**src/rtl/seg_pkg.sv**
```systemverilog
// Shared definitions for the 8-digit 7-segment display path.
// The core's segment encoder also uses these, so they live in a package
// and not in the scan driver.
package seg_pkg;

  localparam int unsigned NUM_DIGITS = 8;
  localparam int unsigned SEG_W      = 8;
  localparam int unsigned IDX_W      = 3;

  // Active-low pattern with every segment and the dp off.
  localparam logic [SEG_W-1:0] SEG_NONE = 8'hFF;

  typedef enum logic {
    BLANK = 1'b0,
    SHOW  = 1'b1
  } scan_state_t;

  // Active-low anode vector with only digit idx enabled.
  function automatic logic [NUM_DIGITS-1:0] anode_sel(input logic [IDX_W-1:0] idx);
    logic [NUM_DIGITS-1:0] an;
    an      = '1;
    an[idx] = 1'b0;
    return an;
  endfunction

endpackage

```
**src/rtl/seg_scan_timer.sv**
```systemverilog
// Slot timer for the display scan. It tracks the phase (BLANK/SHOW), the
// digit index and the cycle count within the phase. The parent samples the
// next-state outputs so its own registered outputs change on the same edge
// as the state they reflect.
module seg_scan_timer
  import seg_pkg::*;
#(
  parameter int unsigned DIGIT_CYCLES = 50000,
  parameter int unsigned BLANK_CYCLES = 16
) (
  input  logic             clk_i,
  input  logic             rst_i,
  output scan_state_t      state_next_o,
  output logic [IDX_W-1:0] idx_next_o,
  output logic             snap_o,       // current cycle is the frame-snapshot slot
  output logic             frame_end_o   // this edge ends SHOW of the last digit
);

  localparam int unsigned CntW = $clog2(DIGIT_CYCLES);
  localparam logic [CntW-1:0] BlankLast = CntW'(BLANK_CYCLES - 1);
  localparam logic [CntW-1:0] ShowLast  = CntW'(DIGIT_CYCLES - BLANK_CYCLES - 1);
  localparam logic [IDX_W-1:0] IdxLast  = IDX_W'(NUM_DIGITS - 1);

  scan_state_t      state_q, state_d;
  logic [IDX_W-1:0] idx_q, idx_d;
  logic [CntW-1:0]  cnt_q, cnt_d;
  logic             frame_end;

  // Next-state: count through the phase, flip phase at its last cycle.
  always_comb begin
    state_d   = state_q;
    idx_d     = idx_q;
    cnt_d     = cnt_q + CntW'(1);
    frame_end = 1'b0;
    unique case (state_q)
      BLANK: begin
        if (cnt_q == BlankLast) begin
          cnt_d   = '0;
          state_d = SHOW;
        end
      end
      SHOW: begin
        if (cnt_q == ShowLast) begin
          cnt_d     = '0;
          state_d   = BLANK;
          idx_d     = idx_q + IDX_W'(1);  // 7 wraps to 0
          frame_end = (idx_q == IdxLast);
        end
      end
      default: begin
        state_d = BLANK;
        cnt_d   = '0;
      end
    endcase
  end

  // State registers with synchronous reset.
  always_ff @(posedge clk_i) begin
    if (rst_i) begin
      state_q <= BLANK;
      idx_q   <= '0;
      cnt_q   <= '0;
    end else begin
      state_q <= state_d;
      idx_q   <= idx_d;
      cnt_q   <= cnt_d;
    end
  end

  assign state_next_o = state_d;
  assign idx_next_o   = idx_d;
  assign snap_o       = (state_q == BLANK) && (idx_q == '0) && (cnt_q == '0);
  assign frame_end_o  = frame_end;

endmodule

```
**src/rtl/seg_scan_driver.sv**
```systemverilog
// Time-multiplexed driver for an 8-digit common-anode 7-segment display.
// Each frame is snapshotted into shadow registers at its first edge so the
// display never tears; each digit slot opens with a blanking interval.
// Optional build macro SEG_SCAN_DIM_EN adds dim_i and a 3-bit PWM duty gate.
module seg_scan_driver
  import seg_pkg::*;
#(
  parameter int unsigned DIGIT_CYCLES = 50000,
  parameter int unsigned BLANK_CYCLES = 16
) (
  input  logic                  clk_i,
  input  logic                  rst_i,
  input  logic [SEG_W-1:0]      seg0_i,
  input  logic [SEG_W-1:0]      seg1_i,
  input  logic [SEG_W-1:0]      seg2_i,
  input  logic [SEG_W-1:0]      seg3_i,
  input  logic [SEG_W-1:0]      seg4_i,
  input  logic [SEG_W-1:0]      seg5_i,
  input  logic [SEG_W-1:0]      seg6_i,
  input  logic [SEG_W-1:0]      seg7_i,
  input  logic                  freeze_i,
`ifdef SEG_SCAN_DIM_EN
  input  logic [2:0]            dim_i,
`endif
  output logic [SEG_W-1:0]      seg_o,
  output logic [NUM_DIGITS-1:0] an_o,
  output logic                  frame_o
);

  scan_state_t      state_next;
  logic [IDX_W-1:0] idx_next;
  logic             snap;
  logic             frame_end;

  seg_scan_timer #(
    .DIGIT_CYCLES (DIGIT_CYCLES),
    .BLANK_CYCLES (BLANK_CYCLES)
  ) u_timer (
    .clk_i        (clk_i),
    .rst_i        (rst_i),
    .state_next_o (state_next),
    .idx_next_o   (idx_next),
    .snap_o       (snap),
    .frame_end_o  (frame_end)
  );

  logic [SEG_W-1:0]      seg_in   [NUM_DIGITS];
  logic [SEG_W-1:0]      shadow_q [NUM_DIGITS];
  logic [SEG_W-1:0]      shadow_d [NUM_DIGITS];
  logic [SEG_W-1:0]      seg_q, seg_d;
  logic [NUM_DIGITS-1:0] an_q, an_d;
  logic                  frame_q;
  logic                  dim_on;

  assign seg_in[0] = seg0_i;
  assign seg_in[1] = seg1_i;
  assign seg_in[2] = seg2_i;
  assign seg_in[3] = seg3_i;
  assign seg_in[4] = seg4_i;
  assign seg_in[5] = seg5_i;
  assign seg_in[6] = seg6_i;
  assign seg_in[7] = seg7_i;

`ifdef SEG_SCAN_DIM_EN
  logic [2:0] pwm_q, pwm_d;

  assign pwm_d = pwm_q + 3'd1;
  // Gate against the PWM value of the cycle being loaded: on when pwm < dim+1.
  assign dim_on = (pwm_d <= dim_i);

  // Free-running PWM phase counter.
  always_ff @(posedge clk_i) begin
    if (rst_i) begin
      pwm_q <= '0;
    end else begin
      pwm_q <= pwm_d;
    end
  end
`else
  assign dim_on = 1'b1;
`endif

  // Frame snapshot: load all digits together unless frozen.
  always_comb begin
    shadow_d = shadow_q;
    if (snap && !freeze_i) begin
      for (int k = 0; k < NUM_DIGITS; k++) begin
        shadow_d[k] = seg_in[k];
      end
    end
  end

  // Output decode from the timer's next state; shadow_d keeps the snapshot
  // visible even when the blank phase is a single cycle.
  always_comb begin
    an_d  = '1;
    seg_d = SEG_NONE;
    if (state_next == SHOW) begin
      seg_d = shadow_d[idx_next];
      if (dim_on) begin
        an_d = anode_sel(idx_next);
      end
    end
  end

  // Shadow and output registers with synchronous reset.
  always_ff @(posedge clk_i) begin
    if (rst_i) begin
      for (int k = 0; k < NUM_DIGITS; k++) begin
        shadow_q[k] <= SEG_NONE;
      end
      seg_q   <= SEG_NONE;
      an_q    <= '1;
      frame_q <= 1'b0;
    end else begin
      shadow_q <= shadow_d;
      seg_q    <= seg_d;
      an_q     <= an_d;
      frame_q  <= frame_end;
    end
  end

  assign seg_o   = seg_q;
  assign an_o    = an_q;
  assign frame_o = frame_q;

endmodule

```
**config.mk**
```make
export PLATFORM = sky130hd
export DESIGN_NAME = seg_scan_driver
export DESIGN_NICKNAME = d
export VERILOG_FILES = /design/src/rtl/seg_pkg.sv /design/src/rtl/seg_scan_timer.sv /design/src/rtl/seg_scan_driver.sv
export SDC_FILE = /design/constraint.sdc
export NUM_CORES = 1
export LEC_CHECK = 0
export CORE_MARGIN = 3
export CORE_UTILIZATION = 40
export CTS_CLUSTER_SIZE = 8
export DETAILED_ROUTE_END_ITERATION = 10
export MAX_ROUTING_LAYER = met4
export PLACE_DENSITY = 0.7
export SYNTH_ARGS = -nofsm -noshare
export SYNTH_HDL_FRONTEND = slang
export SYNTH_SLANG_ARGS = --single-unit
```
**constraint.sdc**
```tcl
create_clock -name clk_i -period 7.2 [get_ports clk_i]
set_clock_uncertainty 0.1 [all_clocks]
set_input_delay 1.44 -clock clk_i [delete_from_list [all_inputs] [get_ports clk_i]]
set_output_delay 1.44 -clock clk_i [all_outputs]
set_load 0.05 [all_outputs]
```
Yosys cells after proc, flatten, opt, wreduce, memory -nomap -nowiden
Cells that the tools add are included.

word-level totals
  input port bits = 67
  word-level logic and storage cells = 50
  output and inout port bits = 17
  register bits = 101

operators by class
  equal/unequal tests = 3
  bitwise logic cells = 5
  order comparisons = 3
  add/sub/neg operators = 2
  reduce and logical (&&, ||, !) cells = 9
  mux-type cells = 14

operator list
  kind                   count
  $mux 64                1
  $mux 16                2
  $pmux 16 s2            1
  $bmux 8 s3             1
  $add 16x1->16 const B  1
  $eq 16x16->1 const B   1
  $eq 16x4->1 const B    1
  $logic_not 16->1       1
  $mux 8                 2
  $not 8->8              1
  $mux 3                 2
  $ge 4x4->1 const B     1
  $logic_and 1x1->1      4
  $lt 3x4->1 const B     1
  $not 3->4              1
  $add 3x1->3 const B    1
  $demux 1 s3            1
  $eq 3x3->1 const B     1
  $ge 3x1->1 const B     1
  $logic_not 3->1        1
  $mux 1                 3
  $not 1->1              3
  $reduce_or 3->1        1
  $pmux 1 s2             1
  other kinds (2)        2

Longest topological paths before layout
Gate-level depths: netlist of the first run.

  depth in word-level cells = 8
  depth in mapped cells = 11

By module
Synthesis of the first run repeated with hierarchy kept, for this count alone.

unflattened totals
  cells, all modules = 442
  area, all modules = 4411.7 sq um

modules (own cells, without submodules)
  module           instances  area an instance (sq um)  seq. area each (sq um)  cells an instance
  seg_scan_driver  1          3350.7                    1621.6                  317
  seg_scan_timer   1          1061.0                    400.4                   125

Worst setup path before layout of the first run
OpenSTA, ideal clock, no wires.

  path type = input-to-reg
  start = input port freeze_i
  end = register seg_q[0], in the netlist seg_o[0]
  library setup time = 134 ps
  data arrival time = 3142 ps
  path buffers = 2
  required time = 6966 ps
  stages on the path = 9
  path slack = 3824 ps
  cells stage by stage = nor4b_1 -> nand3_1 -> nor2_1 -> buf_2 -> buf_2 -> mux2i_1 -> nand2_1 -> a32oi_1 -> o2111ai_1

between the ends
  longest elaborated chain between the ends = 6

RTL lines
  what                                       RTL line                text
  from (decl)                                seg_scan_driver.sv:21   input logic freeze_i,
  $logic_not 1->1                            seg_scan_driver.sv:86   if (snap && !freeze_i) begin
  $logic_and 1x1->1                          seg_scan_driver.sv:86
  $mux 64                                    seg_scan_driver.sv:86
  $bmux 8 s3                                 seg_scan_driver.sv:99   seg_d = shadow_d[idx_next];
  $mux 8 (implied by the code) (2 in a row)  seg_scan_driver.sv:99
  to (signal assigned)                       seg_scan_driver.sv:117  seg_q <= seg_d;
  to (decl)                                  seg_scan_driver.sv:50   logic [SEG_W-1:0] seg_q, seg_d;

Every way passes these cells. The select of a mux whose other input is x is not followed.
A chain may end at the register's enable or synchronous reset.

Final worst setup path of the first run
  start = input port freeze_i
  end = register seg_q[1], in the netlist seg_o[1]

The elaborated chain is that of the path after synthesis.

==> results.yml, run 1 <==
pwr:
  vdd_ir_drop_max_mv: 0.111
  total_power_uw: 1190
  p_per_area_nw_per_um2: 212
  p_leak_uw: 0.00202
final_layout:
  nets: 594
  area_growth_pct: 26.8
  multi_input_area_um2: 2300
  fillers: 953
  num_antenna_cells: 0
  regArea_um2: 2020
  fin_cells: 663
  drive_gt1_share_pct: 6.83
  final_area_um2: 5630
worst_hold_path:
  hold_start: "shadow_q[28]"
  min_path_cells: 2
  hp-class: "reg2reg"
worst_setup_path:
  crit_path_start: "freeze_i"
  arrival_ps: 4590
  r2r.worst_path.cells: 8
  cp-start-kind: "primary input"
  required_ps: 7310
  cp_max_fo: 48
  critPathKind: "in2reg"
  crit_path_end_kind: "register"
  r2r-start: "u_timer.cnt_q[0]"
sta:
  timing.fmax_mhz: 223
  fin_hold_ws_ps: 383
  fin_tns_setup_ps: 0
  worst_pin_slew_ps: 1120
  min_period_over_period_pct: 62.2
  setup_viol: 0
  hold_viol: 0
  min_period_ps: 4480
  rsz0062_at_grt: "false"
  maxSlewViolCount: 0
  slew_headroom_pct: 24.8
yosys:
  yosysUniqueCellTypes: 40
  synth_fp_nets: 521
  postSynthAreaPerCell_um2: 9.88
  yosysWarnings: 0
  ys_ff_latch: 101
  seq_area_frac_synth_pct: 45.6
  synth_cells: 449
  syn_area_um2: 4440
placement:
  gp_congestion: 0.820
  post-dp-hpwl_um: 7200
  port_buffers: 83
  placed_cells: 647
  post_dp_cell_area_um2: 5380
clock_network:
  cts.sinks: 101
  cts_tree: "yes"
  root_buffer: "clkbuf_8"
  cts_setup_buffers: 0
  clk_pin_slew_ps: 100
  cts_inserted_buffers: 9
  h-tree-depth: 3
  cts_hold_buffers: 0
  clk_path_buf_depth: 2
  clk_latency_ps: 370
  cts_resized: 0
drt:
  totalWireLength_um: 10200
  vias: 3432
  wl_per_cell_um: 15.4
  firstDrtPassIters: 4
  first_iter_violations: 228
  drt.antenna.violating_nets: 0
  drcViolationCount: 0
  viasPerCell: 5.18
floorplan:
  ioPinCount: 84
  fp.dieArea_um2: 12400
  die_h_um: 111
  num_rows: 37
  die_w_um: 111
  core_area_um2: 10600
  start_util_pct: 42.0
status:
  status: "finished, final reports clean"
grt:
  grt_pass1_vias: 3405
  antenna_found_initial: 0
  overflow: 0
  grt_pass1_wl_um: 17100
  track_usage_pct: 17.4
  grt_max_degree: 70
flow_run:
  max_cap_viol_count: 0
[power by group]
part	switching (uW)	internal [uW]
clock network	191	239
logic	73.6	89.0
registers	10.4	588
[worst max-delay path: stages]
cell	delay, ps
clkdlybuf4s50_1	410
nor4b_1	280
nand3_1	170
nor2_4	550
buf_4	680
buf_4	430
nor2b_1	110
a211oi_1	220
o31a_1	170
o311ai_0	110
[cells in the mapped netlist, drive strengths merged]
library cell / count / area share [%]
a211o: 21 / 4.1
a211oi: 4 / 0.68
a22oi: 6 / 1.0
a31oi: 1 / 0.14
a32o: 1 / 0.23
a32oi: 7 / 1.4
and2: 1 / 0.14
and3: 3 / 0.42
and3b: 1 / 0.20
buf: 7 / 0.99
clkbuf: 18 / 1.5
clkinv: 1 / 0.084
dfxtp: 101 / 46
ha: 5 / 1.4
inv: 7 / 0.59
mux2: 10 / 2.6
mux2i: 65 / 15
nand2: 38 / 3.2
nand2b: 44 / 6.2
nand3: 14 / 1.6
nand4: 4 / 0.56
nor2: 37 / 3.1
nor2b: 20 / 2.8
nor3: 1 / 0.11
nor4: 3 / 0.90
nor4b: 1 / 0.20
o2111ai: 4 / 0.79
o21ai: 2 / 0.23
o311ai: 3 / 0.59
o31a: 2 / 0.39
o31ai: 1 / 0.17
xnor2: 9 / 1.9
xor2: 7 / 1.4
[metrics by stage]
stage / utilization [%] / setup WS (ps)
floorplan: - / 3820
global placement: 51.0 / 2440
detailed placement: 51.0 / 2350
CTS: 53.3 / 2750
global route: 53.3 / 2520
finish: 53.3 / 2720
[final cells by class]
| type | instances | share of cell area (%) |
|---|---|---|
| Multi-Input combinational cell | 315 | 40.9 |
| Clock buffer | 10 | 2.45 |
| Tap cell | 136 | 3.02 |
| Sequential cell | 101 | 35.9 |
| Inverter | 8 | 0.534 |
| Clock inverter | 6 | 1.96 |
| Timing Repair Buffer | 87 | 15.2 |
[state kept, by name (all words and copies together) (netlist names)]
signal,flops
shadow_q,64
u_timer.cnt_q,16
seg_o,8
u_timer.state_q,1
u_timer.idx_q,3
frame_o,1
an_o,8
[path summary, 6_finish.rpt]
path,end,slack (ps)
setup / recovery,seg_o[1],2720
hold reg to reg,shadow_q[28],380
hold / removal,shadow_q[28],380
setup reg to reg,seg_o[7],3450
[cell usage in the layout (no fill, tap or decap), drive strengths merged, types with 9 or more instances in the layout]
cell type / n
nand3: 14
xnor2: 9
a211o: 21
mux2i: 65
dfxtp: 101
clkdlybuf4s50: 82
clkbuf: 10
nor2b: 20
mux2: 10
nor2: 37
nand2b: 44
nand2: 38
[kinds of logic after synthesis]
group	share of synthesized area [%]
xor+xnor	3.33
compound gates	9.75
simple gates	19.5
buf+inv	3.19
fa+ha+maj	1.41
mux	17.3
flops	45.6
[per-layer routing]
layer,global-route usage (%),vias to the layer above,part of all wire (%)
met2,27.1,88,48
met4,5.43,0,1.6
met5,-,-,0
met3,4.46,18,5.0
li1,-,1708,-
met1,22.4,1618,46
No activity file was read; power rests on OpenSTA's default activity.
==> run 2: changes to the inputs <==
Settings changed: PLACE_DENSITY 0.7 to 0.72.
Clock period 7.2 ns to 3.8 ns, I/O delays scaled along.
==> run 2 against run 1 <==
- die area is the same
- global-route usage decreased by 0.12 points
- hold slack better by 2.9 ps
- register-to-register slack worse by 2900 ps
- critical path type is now reg2reg
- largest power group unchanged
- highest routed layer unchanged
==> results.yml, run 2 (synthesized netlist as in run 1, its figures left out) <==
final_layout:
  nets: 598
  layout_common_cells: "101 x dfxtp_1, 82 x clkdlybuf4s50_1, 65 x mux2i_1"
  layout_commonest_cell: "dfxtp_1"
  largest_reg_flops: 64
  fillers: 932
  fin_cells: 667
  largestRegisters: "shadow_q x64, u_timer.cnt_q x16"
  regMostFlops: "shadow_q"
  num_antenna_cells: 0
  drive_gt1_share_pct: 7.16
  area_growth_pct: 27.0
placement:
  post-dp-hpwl_um: 7440
  port_buffers: 83
  placed_cells: 651
  dp_slack_ps: 458
  gp_congestion: 0.810
sta:
  fin_tns_setup_ps: 0
  hold_viol: 0
  setup_viol: 0
  worst_pin_slew_ps: 1110
  slew_headroom_pct: 25.8
  min_period_ps: 3210
  timing.fmax_mhz: 312
  maxSlewViolCount: 0
  min_period_over_period_pct: 84.4
  finalWorstSetupSlack_ps: 592
  rsz0062_at_grt: "false"
pwr:
  power.internal_uw: 1630
  p_per_area_nw_per_um2: 381
  p_leak_uw: 0.00203
  p_sw_share_pct: 24.1
  clkPwrFrac_pct: 32.4
  p_seq_share_pct: 52.8
  vdd_ir_drop_max_mv: 0.264
  power.switching_uw: 518
  p_comb_share_pct: 14.8
worst_setup_path:
  cp_num_buf_inv: 1
  cp-start-kind: "register"
  critical_path.max_stage_delay_ps: 480
  critPathKind: "reg2reg"
  required_ps: 3970
  crit_path_start: "u_timer.cnt_q[0]"
  crit_slowest_cell: "mux2i_1"
  crit_chain: "ha_1, and3_1, nand2_1, nor4_4, buf_4, mux2i_1, nor2_1, a32o_1, a211o_1"
  critPathTopFamily: "simple AND/OR/NAND/NOR gates"
  r2r-start: "u_timer.cnt_q[0]"
  arrival_ps: 3370
  crit_path_end_kind: "register"
  cp_max_fo: 8
drt:
  totalWireLength_um: 10400
  drt.antenna.violating_nets: 0
  drcViolationCount: 0
  vias: 3463
  viasPerCell: 5.19
  wl_per_cell_um: 15.6
  firstDrtPassIters: 4
  first_iter_violations: 193
floorplan:
  start_util_pct: 42.0
  fp.dieArea_um2: 12400
  die_h_um: 111
  ioPinCount: 84
  num_rows: 37
  die_w_um: 111
  core_area_um2: 10600
grt:
  grt_use_met1_pct: 21.9
  grt_pass1_vias: 3491
  grt_busiest_layer: "met2"
  track_usage_pct: 17.3
  use_met3_pct: 3.97
  overflow: 0
  grt_max_degree: 69
  grt_pass1_wl_um: 17000
  use_met2_pct: 28.3
  antenna_found_initial: 0
clock_network:
  clk_pin_slew_ps: 90
  root_buffer: "clkbuf_8"
  cts_inserted_buffers: 9
  clk_latency_ps: 370
  cts.sinks: 101
  cts_hold_buffers: 0
  cts_setup_buffers: 0
  cts_tree: "yes"
  cts_resized: 0
  clk_path_buf_depth: 2
  h-tree-depth: 3
worst_hold_path:
  hp-class: "reg2reg"
  hold_start: "shadow_q[24]"
status:
  status: "finished, final reports clean"
flow_run:
  max_cap_viol_count: 0
[run 2: cell types whose count changed in the layout (fill, tap and decap cells not counted), sizes merged]
| cell | delta |
|---|---|
| clkbuf | +3 |
| clkinv | +1 |
| buf | +4 |
| bufinv | -2 |
| clkinvlp | -2 |
[run 2: stage by stage]
step	hold WS (ps)	cell area, um^2	util [%]	power, uW
detailed placement	362	5430	51.5	1480
global route	401	5640	53.4	2230
finish	386	5640	53.4	2150
CTS	389	5640	53.4	2170
floorplan	341	4440	-	1350
global placement	351	5430	51.5	1460
[run 2: layout make-up]
class                      instances  area (um^2)  share of cell area, %
clock inverter                     3         43.8                  0.777
clock buffer                      13          159                   2.82
sequential                       101         2020                   35.9
tap                              136          170                   3.02
timing repair buffer              91          911                   16.2
inverter                           8         30.0                  0.533
multi-input combinational        315         2300                   40.8
[run 2: path summary, 6_finish.rpt]
path	end	slack, ps	cells after the start
setup reg to reg	seg_o[7]	590	9
hold / removal	shadow_q[24]	390	2
setup / recovery	seg_o[7]	590	9
hold reg to reg	shadow_q[24]	390	2
[run 2: power groups by stage]
stage | sequential (uW) | combinational (uW) | clock (uW)
finish | 1130 | 317 | 696
global route | 1140 | 349 | 746
CTS | 1130 | 320 | 712
detailed placement | 1160 | 319 | 0
global placement | 1150 | 310 | 0
floorplan | 1150 | 198 | 0
[run 2: worst min-delay path: cells and delay by family (launching register included)]
family,cells,cell delay (ps)
flip-flops,1,310
AND/OR/NAND/NOR,1,70
multiplexers,1,70
[run 2: per-layer routing]
metal | share of wire (%) | wire length, um | vias to the layer above
met3 | 4.7 | 494 | 12
met4 | 1.1 | 116 | 0
met2 | 48 | 5000 | 94
met1 | 46 | 4790 | 1642
met5 | 0 | 0 | -
li1 | - | - | 1715
==> run 3: changes to the inputs <==
Clock period 3.8 ns to 2.8 ns, I/O delays scaled along.
==> run 3 against run 2 <==
- die area unchanged
- sequential power increased by 36%
- global-route usage increased by 0.75 points
- critical endpoint is now seg_o[3]
- clock-buffer cell count decreased by 1
- critical path type unchanged
- largest cell class unchanged
- via count increased by 3.7%
- fmax increased by 25%
==> results.yml, run 3 (synthesized netlist as in run 1, its figures left out) <==
final_layout:
  largestRegisters: "shadow_q x64, u_timer.cnt_q x16"
  regMostFlops: "shadow_q"
  largest_reg_flops: 64
  final_area_um2: 6030
  layout_common_cells: "100 x dfxtp_1, 82 x clkdlybuf4s50_1, 63 x mux2i_1"
  drive_gt1_share_pct: 14.1
  area_growth_pct: 35.9
  layout_commonest_cell: "dfxtp_1"
  nets: 635
  num_antenna_cells: 0
pwr:
  vdd_ir_drop_max_mv: 0.366
  power.internal_uw: 2350
  p_per_area_nw_per_um2: 508
  p_sw_share_pct: 23.2
  power.switching_uw: 712
  p_leak_uw: 0.00225
  p_seq_share_pct: 50.2
  p_comb_share_pct: 16.3
  clkPwrFrac_pct: 33.5
clock_network:
  clk_pin_slew_ps: 90
  clk_latency_ps: 360
  cts.sinks: 101
  cts_tree: "yes"
  root_buffer: "clkbuf_8"
  clk_path_buf_depth: 2
  cts_inserted_buffers: 9
  h-tree-depth: 3
grt:
  grt_max_degree: 69
  track_usage_pct: 18.1
  use_met2_pct: 29.6
  antenna_found_initial: 0
  grt_pass1_wl_um: 17700
  use_met3_pct: 3.42
  grt_busiest_layer: "met2"
  grt_use_met1_pct: 23.0
  overflow: 0
  grt_pass1_vias: 3598
floorplan:
  start_util_pct: 42.0
  die_h_um: 111
  num_rows: 37
  die_w_um: 111
  core_area_um2: 10600
  ioPinCount: 84
  fp.dieArea_um2: 12400
worst_setup_path:
  required_ps: 2980
  crit_path_end_kind: "register"
  cp_max_fo: 10
  cp-start-kind: "register"
  critPathKind: "reg2reg"
  arrival_ps: 2750
placement:
  port_buffers: 83
  post-dp-hpwl_um: 7900
  gp_congestion: 0.830
  post_dp_cell_area_um2: 5770
  dp_slack_ps: -131
sta:
  setup_viol: 0
  hold_viol: 0
  maxSlewViolCount: 0
  min_period_ps: 2570
  worst_pin_slew_ps: 959
  rsz0062_at_grt: "false"
  finalWorstSetupSlack_ps: 231
  min_period_over_period_pct: 91.8
  slew_headroom_pct: 35.5
  timing.fmax_mhz: 389
drt:
  vias: 3592
  drcViolationCount: 0
  totalWireLength_um: 10800
  firstDrtPassIters: 4
  drt.antenna.violating_nets: 0
  viasPerCell: 5.10
  wl_per_cell_um: 15.3
  first_iter_violations: 197
status:
  status: "finished, final reports clean"
flow_run:
  max_cap_viol_count: 0
worst_hold_path:
  hp-class: "reg2reg"
## run 3: worst paths after layout
path                    start          endpoint  slack (ps)  cells past startpoint
min          u_timer.cnt_q[0]  u_timer.cnt_q[0]         350                      1
min reg2reg  u_timer.cnt_q[0]  u_timer.cnt_q[0]         350                      1
max reg2reg  u_timer.cnt_q[7]          seg_o[3]         230                      9
max          u_timer.cnt_q[7]          seg_o[3]         230                      9
## run 3: final cells by class
cell class / count / area [um^2]
fill: 941 / 4520
multi-input combinational: 315 / 2330
sequential: 101 / 2020
timing repair buffer: 128 / 1250
tap: 136 / 170
clock buffer: 12 / 155
clock inverter: 4 / 70.1
inverter: 8 / 30.0
## run 3: metal layers
metal | vias up | part of all wire (%)
li1 | 1785 | -
met1 | 1715 | 45
met2 | 80 | 50
met3 | 12 | 3.6
met4 | 0 | 1.3
met5 | - | 0
## run 3: critical path, cell delays in order, from the launching register on
cell       delay (ps)
dfxtp_1           370
nor4_2            320
nand2_1           140
nor4_4            330
buf_12            190
xnor2_4           220
buf_12            210
mux2i_1            90
mux2_2            290
o2111ai_1         220
## run 3: what timing repair did
item | in CTS | in global routing
setup endpoints to repair | 1 | 8
hold buffers | 0 | 0
gates resized for setup | 1 | 5
setup buffers | 0 | 0
pin swaps | 0 | 1
## run 3: metrics by stage
step                      total power, uW  TNS, ps  hold WS (ps)  instances  util, %
after global routing                 3190        0           395        704     57.1
after global placement               2050     -382           354        688     54.7
after floorplan                      1830        0           341        449        -
final                                3070        0           353        704     57.1
after detailed placement             2070     -483           362        688     54.7
after CTS                            3090        0           386        704     56.9
## run 3: power by group through the flow
stage                     Combinational, uW  Sequential [uW]  Clock [uW]
final                                   500             1540        1030
after global routing                    547             1550        1100
after CTS                               504             1540        1050
after detailed placement                501             1570           0
after global placement                  487             1570           0
after floorplan                         268             1560           0
